### config.mk
export PLATFORM = sky130hd
export DESIGN_NAME = vx_queue_scheduler
export DESIGN_NICKNAME = d
export VERILOG_FILES = /design/src/rtl/vx_queue_scheduler_pkg.sv /design/src/rtl/vx_queue_scheduler_fifo.sv /design/src/rtl/vx_queue_scheduler.sv
export SDC_FILE = /design/constraint.sdc
export NUM_CORES = 1
export LEC_CHECK = 0
export ABC_AREA = 1
export BUFFER_PORTS_ARGS = -buffer_cell sky130_fd_sc_hd__buf_2
export CORE_MARGIN = 10
export CORE_UTILIZATION = 30
export DETAILED_ROUTE_END_ITERATION = 12
export PLACE_DENSITY_LB_ADDON = 0.12
export SLEW_MARGIN = 25
export SYNTH_ARGS = -nofsm -noshare
export SYNTH_HDL_FRONTEND = slang
export SYNTH_SLANG_ARGS = --single-unit
### constraint.sdc
create_clock -name clk -period 4.4 [get_ports clk]
set_clock_uncertainty 0.15 [all_clocks]
set_input_delay 0.88 -clock clk [delete_from_list [all_inputs] [get_ports clk]]
set_output_delay 0.88 -clock clk [all_outputs]
set_load 0.01 [all_outputs]
### src/rtl/vx_queue_scheduler_pkg.sv
// ============================================================================
// Module : vx_queue_scheduler_pkg
// Brief  : Shared lane-index type and round-robin search helper.
// Rev    : 1.0
// ============================================================================
`default_nettype none

package vx_queue_scheduler_pkg;

  localparam int MAX_REQS  = 32;
  localparam int LANE_IDXW = 5;

  typedef logic [LANE_IDXW-1:0] lane_idx_t;

  // First set bit of mask[0 +: n], scanning from start and wrapping at n.
  function automatic lane_idx_t rr_first(input logic [MAX_REQS-1:0] mask,
                                         input lane_idx_t            start,
                                         input int                   n);
    lane_idx_t res;
    logic      found;
    int        idx;
    res   = '0;
    found = 1'b0;
    for (int k = 0; k < MAX_REQS; k++) begin
      idx = int'(start) + k;
      if (idx >= n) idx = idx - n;
      if ((k < n) && !found && mask[idx[LANE_IDXW-1:0]]) begin
        res   = idx[LANE_IDXW-1:0];
        found = 1'b1;
      end
    end
    return res;
  endfunction

endpackage

`default_nettype wire

### src/rtl/vx_queue_scheduler_fifo.sv
// ============================================================================
// Module : vx_queue_scheduler_fifo
// Brief  : Per-lane FIFO, unregistered head, no bypass paths.
// Rev    : 1.0
// ============================================================================
`default_nettype none

module vx_queue_scheduler_fifo #(
  parameter int DATAW = 32,
  parameter int DEPTH = 4,
  parameter int SIZEW = $clog2(DEPTH + 1)
) (
  input  logic             clk,
  input  logic             reset,
  input  logic             push,
  input  logic             pop,
  input  logic [DATAW-1:0] data_in,
  output logic [DATAW-1:0] data_out,
  output logic             empty,
  output logic             full,
  output logic [SIZEW-1:0] size
);

  localparam int ADDRW = (DEPTH > 1) ? $clog2(DEPTH) : 1;

  logic [DATAW-1:0] r_mem [DEPTH];
  logic [ADDRW-1:0] r_wr_ptr;
  logic [ADDRW-1:0] r_rd_ptr;
  logic [SIZEW-1:0] r_size;

  assign empty    = (r_size == '0);
  assign full     = (r_size == SIZEW'(DEPTH));
  assign size     = r_size;
  assign data_out = r_mem[r_rd_ptr];

  always_ff @(posedge clk) begin
    if (push) r_mem[r_wr_ptr] <= data_in;
  end

  always_ff @(posedge clk) begin
    if (reset) begin
      r_wr_ptr <= '0;
      r_rd_ptr <= '0;
      r_size   <= '0;
    end else begin
      if (push) r_wr_ptr <= (r_wr_ptr == ADDRW'(DEPTH - 1)) ? '0 : r_wr_ptr + ADDRW'(1);
      if (pop)  r_rd_ptr <= (r_rd_ptr == ADDRW'(DEPTH - 1)) ? '0 : r_rd_ptr + ADDRW'(1);
      case ({push, pop})
        2'b10:   r_size <= r_size + SIZEW'(1);
        2'b01:   r_size <= r_size - SIZEW'(1);
        default: r_size <= r_size;
      endcase
    end
  end

  a_no_pop_empty:  assert property (@(posedge clk) disable iff (reset) pop  |-> !empty);
  a_no_push_full:  assert property (@(posedge clk) disable iff (reset) push |-> !full);

endmodule

`default_nettype wire

### src/rtl/vx_queue_scheduler.sv
// ============================================================================
// Module : vx_queue_scheduler
// Brief  : Round-robin scheduler merging NUM_REQS FIFO-decoupled lanes.
// Rev    : 1.0
// ============================================================================
`default_nettype none

module vx_queue_scheduler
  import vx_queue_scheduler_pkg::*;
#(
  parameter int NUM_REQS   = 4,
  parameter int DATAW      = 32,
  parameter int QUEUE_SIZE = 4,
  parameter int REQ_SELW   = (NUM_REQS > 1) ? $clog2(NUM_REQS) : 1,
  parameter int SIZEW      = $clog2(QUEUE_SIZE + 1)
) (
  input  logic                      clk,
  input  logic                      reset,
  input  logic [NUM_REQS-1:0]       valid_in,
  input  logic [NUM_REQS*DATAW-1:0] data_in,
  output logic [NUM_REQS-1:0]       ready_in,
  output logic                      valid_out,
  output logic [DATAW-1:0]          data_out,
  output logic [REQ_SELW-1:0]       sel_out,
  input  logic                      ready_out,
  output logic [NUM_REQS*SIZEW-1:0] occupancy,
  output logic                      busy
);

  logic [NUM_REQS-1:0] w_push;
  logic [NUM_REQS-1:0] w_pop;
  logic [NUM_REQS-1:0] w_empty;
  logic [NUM_REQS-1:0] w_full;
  logic [NUM_REQS-1:0] w_nonempty;
  logic [DATAW-1:0]    w_head [NUM_REQS];
  logic [REQ_SELW-1:0] w_winner;
  logic                w_load;

  logic                r_valid;
  logic [DATAW-1:0]    r_data;
  logic [REQ_SELW-1:0] r_sel;
  logic [REQ_SELW-1:0] r_rr_ptr;

  assign ready_in   = ~w_full;
  assign w_push     = valid_in & ready_in;
  assign w_nonempty = ~w_empty;
  assign w_load     = (~r_valid | ready_out) & (|w_nonempty);
  assign w_winner   = REQ_SELW'(rr_first(MAX_REQS'(w_nonempty), lane_idx_t'(r_rr_ptr), NUM_REQS));

  for (genvar i = 0; i < NUM_REQS; i++) begin : g_lane
    assign w_pop[i] = w_load && (w_winner == REQ_SELW'(i));

    vx_queue_scheduler_fifo #(
      .DATAW (DATAW),
      .DEPTH (QUEUE_SIZE),
      .SIZEW (SIZEW)
    ) u_fifo (
      .clk      (clk),
      .reset    (reset),
      .push     (w_push[i]),
      .pop      (w_pop[i]),
      .data_in  (data_in[i*DATAW +: DATAW]),
      .data_out (w_head[i]),
      .empty    (w_empty[i]),
      .full     (w_full[i]),
      .size     (occupancy[i*SIZEW +: SIZEW])
    );
  end

  // Pointer wraps explicitly so non-power-of-2 lane counts rotate correctly.
  always_ff @(posedge clk) begin
    if (reset) begin
      r_valid  <= 1'b0;
      r_data   <= '0;
      r_sel    <= '0;
      r_rr_ptr <= '0;
    end else if (w_load) begin
      r_valid  <= 1'b1;
      r_data   <= w_head[w_winner];
      r_sel    <= w_winner;
      r_rr_ptr <= (w_winner == REQ_SELW'(NUM_REQS - 1)) ? '0 : w_winner + REQ_SELW'(1);
    end else if (ready_out) begin
      r_valid  <= 1'b0;
    end
  end

  assign valid_out = r_valid;
  assign data_out  = r_data;
  assign sel_out   = r_sel;
  assign busy      = (|w_nonempty) | r_valid;

  a_sel_range: assert property (@(posedge clk) disable iff (reset)
    valid_out |-> (int'(sel_out) < NUM_REQS));
  a_stall_stable: assert property (@(posedge clk) disable iff (reset)
    (valid_out && !ready_out) |=> ($stable(data_out) && $stable(sel_out)));

endmodule

`default_nettype wire

==> After elaboration in Yosys (flattened, before gate mapping) <==
Memory sizes are Yosys's and may differ from the RTL's. A register that Yosys moved wholly into a read port is not among the register bits.
Index checks and enable logic that the tools add are counted.
Widths: inputs -> output; s select.
{ "word_totals": {"ff_bits": 65, "mem_bits_rw": 512, "in_bits": 135, "out_inout_bits": 52, "wordCells": 158, "mem_count": 4} }
{ "op_classes": {"addsub": 24, "magnitude_cmp": 9, "eq_ne": 23, "mux": 53, "bitwise": 8, "n_reduce_logical": 21} }
{ "memory_table": {"columns": ["memory", "depth", "width", "read_ports", "rd_clocked_by_memory_dff", "wr", "line_no", "rtl"], "rows": [
  ["g_lane[0].u_fifo.r_mem", 4, 32, 1, 1, 1, "vx_queue_scheduler_fifo.sv:26", "logic [DATAW-1:0] r_mem [DEPTH];"],
  ["g_lane[1].u_fifo.r_mem", 4, 32, 1, 1, 1, "vx_queue_scheduler_fifo.sv:26", null],
  ["g_lane[2].u_fifo.r_mem", 4, 32, 1, 1, 1, "vx_queue_scheduler_fifo.sv:26", null],
  ["g_lane[3].u_fifo.r_mem", 4, 32, 1, 1, 1, "vx_queue_scheduler_fifo.sv:26", null]
]} }
{ "op_table": {"columns": ["operator", "n"], "rows": [
  ["$bmux 32 s2", 1],
  ["$mux 32", 2],
  ["$mux 2", 21],
  ["$eq 2x2->1 const B", 14],
  ["$lt 5x6->1 const B", 4],
  ["$pmux 3 s2", 4],
  ["$bmux 1 s5", 4],
  ["$mux 5", 4],
  ["$add 2x1->2 const B", 9],
  ["$mux 1", 17],
  ["$add 3x1->3 const B", 4],
  ["$eq 3x3->1 const B", 4],
  ["$ge 3x3->1 const B", 4],
  ["$logic_not 3->1", 4],
  ["$sub 3x1->3 const B", 4],
  ["$sub 3x3->4 const B", 3],
  ["$eq 2x1->1 const B", 5],
  ["$reduce_bool 2->1", 5],
  ["$not 4->4", 2],
  ["$logic_and 1x1->1", 7],
  ["$add 2x2->3 const B", 2],
  ["$and 4x4->4", 1],
  ["$reduce_or 4->1", 1],
  ["$sub 2x3->4 const B", 1],
  ["other kinds (8)", 11]
]} }

==> Depth between registers and ports, before layout <==
{ "logic_depth": {"ltp_word": 18, "mapped_depth": 23, "ltp_nobuf": 20} }

==> Modules after synthesis <==
A second synthesis with hierarchy kept.
{ "unflattened": {"cells_unflattened": 2136, "area_unflattened_um2": 24833.8} }
{ "by_module_without_submodules": {"columns": ["module", "n_inst", "cells_each", "area_per_inst_um2", "seq_area_each_um2"], "rows": [
  ["vx_queue_scheduler_fifo", 4, 369, 5237.5, 4023.9],
  ["vx_queue_scheduler", 1, 660, 3883.7, 740.7]
]} }

==> Least setup slack after synthesis <==
OpenSTA, ideal clock, no wires.
{ "synth_path": {"kind": "register to register", "start": "register r_rr_ptr[0]", "end": "register g_lane[3].u_fifo.r_size[2]", "setup_ns": 0.122, "arrival_time_ns": 2.916, "required_ns": 4.128, "setup_slack_ns": 1.212, "stages_incl_launch_ff": 23, "n_path_buf": 3, "period_less_slack_ns": 3.188, "cell_sequence": "dfxtp_1 buf_6 inv_4 ha_1 inv_1 nand2_1 a21oi_2 nand2_1 nand2_2 nand2_2 buf_6 buf_6 inv_1 ha_1 nand2_1 inv_1 ha_1 inv_1 fa_1 a21oi_1 o21ai_0 o21ai_0 a21oi_1"} }
{ "synth_via": {"elab_chain_len": 18, "elab_cells_between_ends": 42, "classes_between": "add/sub: 7; order compare: 4; eq/ne: 3; mux: 20; reduce/logical: 8"} }
{ "synth_rtl": {"columns": ["item", "line_no", "rtl"], "rows": [
  ["start: declaration", "vx_queue_scheduler.sv:42", "logic [REQ_SELW-1:0] r_rr_ptr;"],
  ["start signal: assignment", "vx_queue_scheduler.sv:81", "r_rr_ptr <= (w_winner == REQ_SELW'(NUM_REQS - 1)) ? '0 : w_winner + REQ_SELW'(1);"],
  ["branches (longest 13 deep; another with $sub 3x3->4)", null, null],
  ["$mux 2 (*)", "vx_queue_scheduler_pkg.sv:27", "if ((k < n) && !found && mask[idx[LANE_IDXW-1:0]]) begin"],
  ["$eq 2x2->1 (*)", "vx_queue_scheduler.sv:51", "assign w_pop[i] = w_load && (w_winner == REQ_SELW'(i));"],
  ["$logic_and 1x1->1 (*)", "vx_queue_scheduler.sv:51", null],
  ["$eq 2x1->1 / $eq 2x2->1 (equally long branches)", "vx_queue_scheduler_fifo.sv:48", "case ({push, pop})"],
  ["$pmux 3 s2 / $reduce_bool 2->1 (equally long branches)", null, null],
  ["end signal: assignment", "vx_queue_scheduler_fifo.sv:49", "2'b10: r_size <= r_size + SIZEW'(1);"],
  ["end signal: assignment", "vx_queue_scheduler_fifo.sv:50", "2'b01: r_size <= r_size - SIZEW'(1);"],
  ["end signal: assignment", "vx_queue_scheduler_fifo.sv:51", "default: r_size <= r_size;"],
  ["end: declaration", "vx_queue_scheduler_fifo.sv:29", "logic [SIZEW-1:0] r_size;"]
]} }
Every way passes the cells marked *. The select of a mux whose other input is x is not followed.
A chain may end at the register's enable or synchronous reset.

==> Worst setup path in the final report <==
Ends and elaborated chain as after synthesis.

==> results.txt <==
The internal portion of the total power is 12200 µW. The clock latency on the worst-skew pair came out at 590 ps. The register area share after synthesis came out at 0.716. The largest net degree at the start of global routing came out at 88. The die extent in x is 300 µm. The worst setup path is of the reg2reg kind. The initial utilization of the core area, before any placement, comes to 0.303. Across the VDD grid, the largest voltage drop is ~0.96 mV.

The cell area power density came out at between 700 and 800 nW/µm². The kind of cell with the highest combined delay along the critical path is adder cells. In this run, the number of DRC markers left after iteration 0 of detailed routing was 1157. The number of setup violations in the final report is 0. The number of distinct library cell variants in the gate-level netlist after synthesis came out at 30. The number of pins exceeding their max-slew limit in the final report came out at 0. Using the TritonRoute via totals, the vias-per-cell ratio works out to roughly 5. In this run the worst hold path is classified as in2reg. The path with the worst hold slack has its endpoint at g_lane[1].u_fifo.r_mem[2][24]. The number of cells in the finished layout apart from fillers came out at 3127.

For this design, the slowest cell found on the critical path is dfxtp_1. The count of buffers inserted at the top-level ports is approximately 190. The share of synthesized area in the top cell type comes to 0.654. The post-synthesis register bit count is around 590. The number of clock buffers inserted by TritonCTS is 67. Synthesis produced around 1900 cells. The worst setup path is captured at a flop. For this run, the detailed router's first-pass iteration total came to 5. The routed layout has between 15000 and 20000 vias. The flow ran to the end, and the final reports show no timing, DRC or antenna violations. Counting tap cells, the placed design contains a total of 3007 instances. The register-to-register setup slack is 940 ps. Buffers inserted to repair hold after CTS numbered 0.

Measured in cells, the most critical reg-to-reg path has a length of 19. The number of buffers and inverters on the critical path is 5. Setup repair after global routing left no endpoint under its margin. The congestion estimate from routability-driven global placement came to around 0.77.

The worst hold margin came out at 349 ps. The maximum buffer depth of the clock tree is 3. Along the worst path, the maximum fanout reaches 9. The shortest period the worst path allows is 3460 ps.

TritonCTS built the clock tree. The full die area came out at 90000 µm². The reported max-cap violation count came out at 0. Relative to the synthesized area, the layout overhead comes to 17.9%.

In this run the mean area of a mapped cell was roughly 13 µm². The post-layout utilization of the core came out at 0.357. The clock group share of total power is 0.267. The number of instances resized during post-cts repair came out at 0. The logic depth of the worst path, buffers included is 19. The power spent charging and discharging nets is 8070 µW. In this design, the critical path's most frequently occurring cell is nand2_1. Along the worst hold path, the cell count comes to 1. Ranked by total cell area, the synthesized netlist is headed by edfxtp_1 65%, nand2_1 7.2%, dfxtp_1 6.2%. The first global-routing pass estimated 103000 µm of wire. The cell sitting at the root of the clock tree is a clkbuf_16. For the worst setup path, the data required time is 4720 ps.

For this design the static power due to leakage is ~0.01 µW. The number of setup buffers added after CTS came out at 0. In this run the critical register-to-register path is captured at g_lane[3].u_fifo.size[2]. The longest individual stage delay on the worst path came out at 580 ps. The final sum of negative setup slack is 0 ps. The final hold violation count came out at 0.

The synthesis warning total came out at 0. Counting the fill cells in the layout gives 7614. The largest total area in the synthesized netlist belongs to edfxtp_1. The worst register-to-register path begins at r_rr_ptr[0]. The post-route antenna net violation count came out at 0. At the pin with the least slew margin, the transition time is 924 ps. The number of nets in the finished design came out at 2202. The register area came out at 16800 µm². The total track usage came out at 0.153.

The number of global-route vias before repair is roughly 15000. The DRC violation count after routing came out at 0. The I/O pin count is about 190.

In this run the most critical hold path is launched from data_in[56]. Summed over all layers, the global routing overflow is 0. The final routed wirelength across all metal layers came out at slightly above 70000 µm. The die boundary height is 300 µm.

The worst pin sits at a relative slew slack of 0.384. The arrival time of the worst setup path came out at 3780 ps. After floorplanning, the core was sized to cover 77600 µm². When the netlist entered floorplanning its net count stood at 2033. The overall power after layout came out at 20200 µW. The number of enable flip-flop cells after synthesis is 512. Of the total power, the share spent switching nets is 0.399. The half-perimeter wire length after detailed placement came out at roughly 46000 µm. The share of total power dissipated in combinational logic is 0.380. The register clock-pin slew on the reported worst setup and hold paths came out at 60 ps. STA classifies the critical path startpoint as a flop. After floorplanning, the core was divided into 102 placement rows. After detailed routing, the average wire length per cell comes to around 23 µm. The critical path goes through inv_4, ha_1, inv_1, nand2_1, a21oi_2, nand2_1, nand2_1, inv_2, nand2_2, ha_1, nand2_1, inv_1, ha_1, inv_1, fa_1, a21oi_1, o21ai_0, o21ai_0, a21oi_1. The post-synthesis cell area is 23500 µm².

For this run, the leading register cell type out of synthesis is edfxtp_1. In the final layout, the share of cells above drive strength 1 is 0.176. The share of total power in sequential cells is 0.353. The share of the clock period used by the worst path after layout came out at 0.786. Based on the critical path, the design can be clocked at up to about 0.29 GHz.

The area used by multi-input combinational logic came out at 5980 µm². The async set-reset flop share out of synthesis came out at 0. The level count of the clock H-tree came out at 3. The number of antenna violations at the first check in global routing is 27.

The clock net sink count is 585.
[metrics by stage]
step           worst slack, ps  instance area (µm²)
4_1_cts                    992                27700
3_3_place_gp               976                25600
6_report                   940                27700
2_1_floorplan             1210                23500
5_1_grt                    641                27700
3_5_place_dp              1010                25600
[placed cells by master, fill, tap and decap left out, drive strengths merged, types with 3 or more instances in the layout]
cell	count
diode	3
clkbuf	90
clkinv	19
buf	226
edfxtp	512
nand2	458
a21oi	189
inv	64
a32o	128
nand3	144
dfxtp	73
fa	4
nand4	33
ha	27
bufinv	5
nor2	43
a211oi	4
o21ai	56
[sequential cells by signal, summed over array words and instances, names as in the netlist, named ones only]
name,flops
g_lane.u_fifo.r_mem,512
sel_out,2
valid_out,1
g_lane.u_fifo.size,12
g_lane.u_fifo.r_rd_ptr,8
r_rr_ptr,2
g_lane.u_fifo.r_wr_ptr,8
data_out,32
[per-layer routing]
metal | routed length [µm] | global-route usage
met5 | 154 | 0
met3 | 5020 | 0.0418
met2 | 31900 | 0.236
met4 | 1550 | 0.0451
met1 | 32000 | 0.207
[area by class of cell]
type                       count  share of cell area
clock buffer                  90              0.0658
timing repair buffer         226              0.0449
inverter                      62             0.00853
multi-input combinational   1094               0.216
tap                         1040              0.0469
sequential                   585               0.608
clock inverter                27              0.0102
antenna                        3            0.000271
[cells by family (layout without fill, tap and decap cells)]
| family | count (synthesis) | count (layout) | share of synthesized area |
|---|---|---|---|
| AO/OA/AOI/OAI | 380 | 380 | 0.109 |
| adder cells (fa/ha/maj) | 31 | 31 | 0.0178 |
| buffers and inverters | 188 | 405 | 0.0339 |
| flip-flops | 585 | 585 | 0.716 |
| other | 0 | 3 | 0 |
| AND/OR/NAND/NOR | 683 | 683 | 0.123 |
[synthesized netlist by cell type, types with 4 or more instances]
cell and n:
inv_1 55, buf_1 20, ha_1 27, nand3_1 140, nand2_1 452, nor2_1 36
nand4_1 33, dfxtp_1 73, nand2_2 6, a32o_1 128, nand3_2 4, buf_6 7
clkbuf_1 74, buf_2 23, fa_1 4, a21oi_1 188, nor2_2 5, edfxtp_1 512
a211oi_1 4, o21ai_0 56, inv_2 6
[worst max-delay path by stage]
| stage | start | to | slack, ps |
|---|---|---|---|
| final | r_rr_ptr[0] | g_lane[3].u_fifo.size[2] | 940 |
| after global routing | r_rr_ptr[0] | g_lane[2].u_fifo.size[2] | 640 |
| after CTS | r_rr_ptr[0] | g_lane[3].u_fifo.size[2] | 990 |
| after detailed placement | r_rr_ptr[0] | g_lane[3].u_fifo.size[2] | 1010 |
| after global placement | r_rr_ptr[0] | g_lane[3].u_fifo.size[2] | 980 |
| after floorplan | r_rr_ptr[0] | g_lane[3].u_fifo.size[2] | 1210 |
[power groups by stage]
stage                     clock network, µW  logic (µW)  registers (µW)
after global routing                   5770        8500            7200
final                                  5390        7690            7130
after global placement                    0        7810            7230
after CTS                              5560        7900            7140
after floorplan                           0        4790            7170
after detailed placement                  0        7870            7250
Power figures use the tool's default switching activity.
